### src/rtl/dp_controller.sv
// Issuing-side control FSM for the ARM32 datapath: accepts one data-processing
// instruction, checks its condition, then sequences operand load, execute and done.
module dp_controller #(
    parameter int NZCV_LSB = 28
) (
    input  logic        clk,
    input  logic        rst,
    input  logic        instr_valid,
    input  logic [31:0] instr,
    output logic        instr_ready,
    input  logic [31:0] status_in,
    output logic [3:0]  w_addr,
    output logic        w_en,
    output logic [3:0]  A_addr,
    output logic [3:0]  B_addr,
    output logic [3:0]  shift_addr,
    output logic        en_A,
    output logic        en_B,
    output logic        en_S,
    output logic [1:0]  shift_op,
    output logic [31:0] shift_imme,
    output logic        sel_shift,
    output logic        sel_A,
    output logic        sel_B,
    output logic [31:0] imme_data,
    output logic [2:0]  ALU_op,
    output logic        en_status,
    output logic        wb_sel,
    output logic        done,
    output logic        skipped,
    output logic        illegal
);

    typedef enum logic [2:0] {IDLE, CHECK, LOAD, EXEC, DONE} state_t;

    state_t      state;
    logic [31:0] ir;
    logic [3:0]  nzcv;
    logic        legal;
    logic        writes;
    logic        flags_forced;
    logic        zero_a;
    logic [2:0]  alu_code;
    logic        unused_status;

    assign nzcv          = status_in[NZCV_LSB+3:NZCV_LSB];
    assign unused_status = ^status_in;

    assign A_addr     = ir[19:16];
    assign B_addr     = ir[3:0];
    assign shift_addr = ir[11:8];
    assign w_addr     = ir[15:12];
    assign shift_op   = ir[6:5];
    assign sel_shift  = ir[4];
    assign shift_imme = {27'b0, ir[11:7]};
    assign sel_B      = ir[25];
    assign imme_data  = rotate_imm(ir[7:0], ir[11:8]);
    assign wb_sel     = 1'b0;

    function automatic logic [31:0] rotate_imm(input logic [7:0] imm8, input logic [3:0] rot);
        logic [63:0] doubled;
        doubled = {24'b0, imm8, 24'b0, imm8} >> {rot, 1'b0};
        return doubled[31:0];
    endfunction

    // Flags are N,Z,C,V from msb to lsb of the nzcv slice.
    function automatic logic cond_pass(input logic [3:0] cond, input logic [3:0] f);
        logic n, z, c, v;
        {n, z, c, v} = f;
        case (cond)
            4'h0:    return z;
            4'h1:    return !z;
            4'h2:    return c;
            4'h3:    return !c;
            4'h4:    return n;
            4'h5:    return !n;
            4'h6:    return v;
            4'h7:    return !v;
            4'h8:    return c && !z;
            4'h9:    return !c || z;
            4'hA:    return n == v;
            4'hB:    return n != v;
            4'hC:    return !z && (n == v);
            4'hD:    return z || (n != v);
            4'hE:    return 1'b1;
            default: return 1'b0;
        endcase
    endfunction

    always_comb begin
        legal        = 1'b1;
        writes       = 1'b1;
        flags_forced = 1'b0;
        zero_a       = 1'b0;
        alu_code     = 3'b000;
        case (ir[24:21])
            4'b0000: alu_code = 3'b010;
            4'b0001: alu_code = 3'b100;
            4'b0010: alu_code = 3'b001;
            4'b0100: alu_code = 3'b000;
            4'b1000: begin alu_code = 3'b010; writes = 1'b0; flags_forced = 1'b1; end
            4'b1010: begin alu_code = 3'b001; writes = 1'b0; flags_forced = 1'b1; end
            4'b1100: alu_code = 3'b011;
            4'b1101: begin alu_code = 3'b000; zero_a = 1'b1; end
            default: legal = 1'b0;
        endcase
        if (ir[27:26] != 2'b00) legal = 1'b0;
    end

    // Outputs are registered: each is set on the edge entering the state that owns it.
    always_ff @(posedge clk) begin
        if (rst) begin
            state       <= IDLE;
            ir          <= '0;
            instr_ready <= 1'b1;
            en_A        <= 1'b0;
            en_B        <= 1'b0;
            en_S        <= 1'b0;
            w_en        <= 1'b0;
            en_status   <= 1'b0;
            sel_A       <= 1'b0;
            ALU_op      <= 3'b000;
            done        <= 1'b0;
            skipped     <= 1'b0;
            illegal     <= 1'b0;
        end else begin
            en_A      <= 1'b0;
            en_B      <= 1'b0;
            en_S      <= 1'b0;
            w_en      <= 1'b0;
            en_status <= 1'b0;
            sel_A     <= 1'b0;
            ALU_op    <= 3'b000;
            done      <= 1'b0;
            skipped   <= 1'b0;
            illegal   <= 1'b0;
            case (state)
                IDLE: begin
                    if (instr_valid) begin
                        ir          <= instr;
                        instr_ready <= 1'b0;
                        state       <= CHECK;
                    end
                end
                CHECK: begin
                    if (!legal) begin
                        done    <= 1'b1;
                        illegal <= 1'b1;
                        state   <= DONE;
                    end else if (!cond_pass(ir[31:28], nzcv)) begin
                        done    <= 1'b1;
                        skipped <= 1'b1;
                        state   <= DONE;
                    end else begin
                        en_A  <= 1'b1;
                        en_B  <= 1'b1;
                        en_S  <= 1'b1;
                        state <= LOAD;
                    end
                end
                LOAD: begin
                    ALU_op    <= alu_code;
                    sel_A     <= zero_a;
                    w_en      <= writes;
                    en_status <= ir[20] | flags_forced;
                    state     <= EXEC;
                end
                EXEC: begin
                    done  <= 1'b1;
                    state <= DONE;
                end
                default: begin
                    instr_ready <= 1'b1;
                    state       <= IDLE;
                end
            endcase
        end
    end

endmodule

### config.mk
export PLATFORM = sky130hd
export DESIGN_NAME = dp_controller
export DESIGN_NICKNAME = d
export VERILOG_FILES = /design/src/rtl/dp_controller.sv
export SDC_FILE = /design/constraint.sdc
export NUM_CORES = 1
export LEC_CHECK = 0
export ABC_AREA = 0
export BUFFER_PORTS_ARGS = -buffer_cell sky130_fd_sc_hd__buf_2
export CAP_MARGIN = 20
export CORE_MARGIN = 5
export CORE_UTILIZATION = 47
export CTS_BUF_LIST = sky130_fd_sc_hd__clkbuf_8 sky130_fd_sc_hd__clkbuf_16
export CTS_CLUSTER_SIZE = 28
export DETAILED_ROUTE_END_ITERATION = 8
export PLACE_DENSITY_LB_ADDON = 0.1
export REMOVE_ABC_BUFFERS = 1
export SLEW_MARGIN = 20
export SYNTH_ARGS = -nofsm -noshare
export SYNTH_HDL_FRONTEND = slang
export SYNTH_SLANG_ARGS = --single-unit
### constraint.sdc
create_clock -name clk -period 4.2 [get_ports clk]
set_input_delay 0.42 -clock clk [delete_from_list [all_inputs] [get_ports clk]]
set_output_delay 0.42 -clock clk [all_outputs]
set_load 0.02 [all_outputs]
# ---- After elaboration in Yosys (flattened, before gate mapping)
# Index checks and enable logic that the tools add are counted.
dict set report word_totals {
  input_bits 67
  latch_bits 0
  n_memories 0
  rom_bits 0
  regBits 46
  mem_bits_rw 0
  out_inout_bits 98
}
dict set report classes {
  div 0
  bitwise_logic 5
  n_shift 1
  n_reduce_logical 22
  multipliers 0
  n_addsub 0
  mux 21
  magnitude_cmp 0
  eq_ne 27
}
# cell n
set ops {}
lappend ops {{4-bit == test, second input constant} 11}
lappend ops {{40-bit by 5-bit right shift with 32-bit output} 1}
lappend ops {{3-bit case mux with 4 select lines} 2}
lappend ops {{4-bit by 3-bit == test with 1-bit output, second input constant} 5}
lappend ops {{1-bit case mux with 15 select lines} 1}
lappend ops {{1-bit 2-to-1 mux} 13}
lappend ops {{4-bit by 2-bit == test with 1-bit output, second input constant} 3}
lappend ops {{2-bit OR reduction} 5}
lappend ops {{3-bit 2-to-1 mux} 3}
lappend ops {{4-bit by 1-bit == test with 1-bit output, second input constant} 2}
lappend ops {{4-bit logical NOT} 2}
lappend ops {{8-bit OR reduction} 1}
lappend ops {{3-bit by 2-bit == test with 1-bit output, second input constant} 2}
lappend ops {{3-bit OR reduction} 2}
lappend ops {{1-bit logical NOT} 4}
lappend ops {{1-bit inverter} 4}
lappend ops {{1-bit case mux with 2 select lines} 2}
lappend ops {{2-bit AND reduction} 2}
lappend ops {{3-bit by 1-bit == test with 1-bit output, second input constant} 1}
lappend ops {{3-bit logical NOT} 1}
lappend ops {{1-bit logical AND} 2}
lappend ops {{1-bit logical OR} 2}
lappend ops {{2-bit inequality test, second input constant} 1}
lappend ops {{2-bit nonzero test} 1}
lappend ops {{other kinds (3)} 3}

# ---- Longest topological paths before layout
dict set report logic_depth {
  ltp_word 10
  ltp_mapped 7
}

# ---- Worst setup path before layout
# No wires, ideal clock.
dict set report synth_path {
  path_type {register -> output}
  start {reg ir[9]}
  end {out imme_data[15]}
  setup_slack_ns 2.270
  arrival_ns 1.510
  required_time_ns 3.780
  stages_incl_launch_ff 6
  path_cell_list {dfxtp_1 -> buf_2 -> nor2b_1 -> a22oi_1 -> nor2b_1 -> a211oi_1}
}
dict set report synth_between {
  elab_chain_len 1
}
# element line
set synth_rtl {}
lappend synth_rtl {{start: declaration} 37} ;# logic [31:0] ir;
lappend synth_rtl {{start signal: assignment} 140} ;# ir <= instr;
lappend synth_rtl {{40-bit by 5-bit right shift with 32-bit output} 62} ;# doubled = {24'b0, imm8, 24'b0, imm8} >> {rot, 1'b0};
lappend synth_rtl {{end: declaration} 25} ;# output logic [31:0] imme_data,
# No other way between the ends.

# ---- Worst setup path in the final report
dict set report layout_path {
  start {reg ir[9]}
  end {out imme_data[30]}
}
# The elaborated chain is that of the path after synthesis.

==> impl_metrics.json <==
{
  "outcome": "completed",
  "wl_met1_um": 2740,
  "tightest_slew_ns": 0.685,
  "stdcell_area_um2": 3060,
  "clk_pin_slew_ns": 0.10,
  "syn2layout_area_growth_pct": 13.5,
  "drc": 0,
  "clock_sinks": 46,
  "syn_area_um2": 2690,
  "drtIter0Drc": 120,
  "slew_viol_final": 0,
  "clock_path_buffers": 2,
  "initial_core_util_pct": 48.6,
  "synth_most_common_cell": "nand2_1",
  "crit_required_ns": 3.78,
  "grt_max_degree": 35,
  "startpoint_type": "flip-flop",
  "nets": 488,
  "hold_viol": 0,
  "maxCapViolCount": 0,
  "htree_levels": 2,
  "cts_buffers": 5,
  "die_w_um": 85.7,
  "fin_setup_tns_ns": 0,
  "powerDensity_nw_per_um2": 365,
  "ant_nets": 0,
  "async_flop_share_pct": 0,
  "p_leak_nw": 1.42,
  "multi_input_area_um2": 1350,
  "synth_top_area_share_pct": 34.2,
  "die_area_um2": 7340,
  "cpPeakStageDelay_ns": 0.77,
  "die_y_um": 85.7,
  "fp.coreArea_um2": 5540,
  "synth_cells": 353,
  "path_max_fanout": 20,
  "place_congestion": 0.802,
  "vias_per_cell": 4.93,
  "synth-seq-cells": 46,
  "met2_length_um": 2940,
  "worstSetupPathType": "flip-flop to output port",
  "portBuffers": 108,
  "min_period_ns": 2.60,
  "seq_area_um2": 921,
  "slowest_stage": "dfxtp_1",
  "rsz0062_at_grt": "false",
  "cp_cell_sequence": "mux2_2, a22oi_1, mux2i_1, and2_1, buf_2",
  "antenna_found_initial": 0,
  "dpl-instance-area_um2": 2940,
  "wl_met3_um": 591,
  "fmax_mhz": 384,
  "cp_data_arrival_time_ns": 2.18,
  "rows": 27,
  "antennaDiodeCount": 0,
  "num_io_pins": 165,
  "worst_hold_path_type": "primary input to flip-flop",
  "track_usage_pct": 16.9,
  "synth_commonest_cells": "nand2_1, buf_4, dfxtp_1, a21oi_1, nor2_1",
  "cts_tree": "done",
  "root_buffer": "clkbuf_8",
  "report.final.setup_viol": 0,
  "syn_avg_cell_area_um2": 7.63,
  "yosys.area.top_type": "dfxtp_1",
  "cts_setup_buffers": 0,
  "dp_hpwl_um": 4710,
  "worstRegToRegCells": 5,
  "cts_hold_buffers": 0,
  "maxUsedRoutingLayer": "met4",
  "hold_depth": 2,
  "seq_area_frac_synth_pct": 34.2,
  "synthTopCellsByArea": "dfxtp_1, buf_4, nand2_1, a21oi_1, mux2i_1",
  "irDropWorstVdd_mv": 0.239,
  "fillCellCount": 585,
  "clk_latency_ns": 0.30,
  "vias": 2435,
  "yosys_warnings": 0,
  "grt_pass1_vias": 2272,
  "crit_path_end_kind": "output port",
  "overflow": 0,
  "grt_first_pass_wirelength_um": 10400,
  "period_share_pct": 62.0,
  "cp.depth": 5,
  "post_cts_resize_count": 0,
  "firstDrtPassIters": 4,
  "critPathTopFamily": "flip-flops",
  "path_buf_inv": 1,
  "synth_edf_count": 0,
  "skew_ns": 0.00779,
  "drive_above_1_share_pct": 31.8,
  "routed_wl_um": 6340,
  "wl_per_cell_um": 12.8,
  "slew_headroom_pct": 54.3,
  "synth_cell_types": 44,
  "ys.flop_type": "dfxtp_1"
}
-- worst paths after layout --
path              slack, ns       endpoint         from
setup / recovery       1.60  imme_data[30]        ir[9]
hold / removal         0.34       state[0]  instr_valid
setup reg to reg       2.53         ir[15]     state[1]
hold reg to reg        0.46         ir[17]       ir[17]
-- layer usage --
metal / GRT usage [%] / up-vias
li1: - / 1237
met1: 20.8 / 1100
met2: 28.8 / 92
met3: 5.09 / 6
met4: 4.46 / 0
met5: 0 / -
-- where the power goes --
part | switching, mW | leakage (nW) | total, mW | internal, mW
combinational | 0.172 | 0.986 | 0.267 | 0.0957
clock | 0.158 | 0.0563 | 0.340 | 0.181
sequential | 0.0426 | 0.376 | 0.508 | 0.465
-- placed cells by master, fill, tap and decap left out, types with 2 or more instances in the layout --
cell type | netlist | layout
a31oi_1 | 4 | 4
o22ai_1 | 14 | 14
nor3_1 | 6 | 6
nor2_1 | 23 | 23
buf_2 | 7 | 108
nor2b_1 | 3 | 3
nand2b_1 | 3 | 3
nor3b_1 | 3 | 3
conb_1 | 1 | 28
mux2_2 | 8 | 8
a21oi_1 | 36 | 36
inv_1 | 6 | 6
a22oi_1 | 2 | 2
nand4_1 | 2 | 2
xnor2_1 | 2 | 2
a211oi_1 | 2 | 2
nand3_1 | 4 | 4
mux2i_1 | 9 | 9
or3_1 | 3 | 2
and2_1 | 7 | 7
o21a_1 | 2 | 2
o21ai_0 | 2 | 2
clkbuf_8 | 0 | 5
dfxtp_1 | 46 | 46
nand2_1 | 74 | 74
-- kinds of logic after synthesis --
kind of cell           share of synthesized area (%)
buffers and inverters                           19.8
flip-flops                                      34.2
multiplexers                                    6.69
other                                          0.139
XOR/XNOR                                       0.651
AO/OA/AOI/OAI                                   16.2
AND/OR/NAND/NOR                                 22.3
-- per-stage QoR --
step	setup slack, ns	instances	hold WS, ns	total power, mW	util, %
3_3_place_gp	1.95	485	0.439	0.779	52.8
6_report	1.60	494	0.336	1.12	55.2
3_5_place_dp	1.94	486	0.448	0.786	53.0
4_1_cts	1.58	494	0.321	1.13	55.1
2_1_floorplan	1.79	305	0.430	0.690	-
5_1_grt	1.40	494	0.344	1.19	55.2
-- sequential cells by signal, indices dropped and copies added (netlist names) --
signal / flops
ALU_op: 3
done: 1
en_S: 1
en_status: 1
illegal: 1
instr_ready: 1
ir: 32
sel_A: 1
skipped: 1
state: 3
w_en: 1
-- area by class of cell --
cell class                 count  area share [%]
multi-input combinational    252            44.0
sequential                    46            30.1
timing repair buffer         109            18.2
tap                           72            2.95
clock buffer                   5            2.25
clock inverter                 3            1.60
inverter                       7           0.860
No activity file was read; power rests on OpenSTA's default activity.
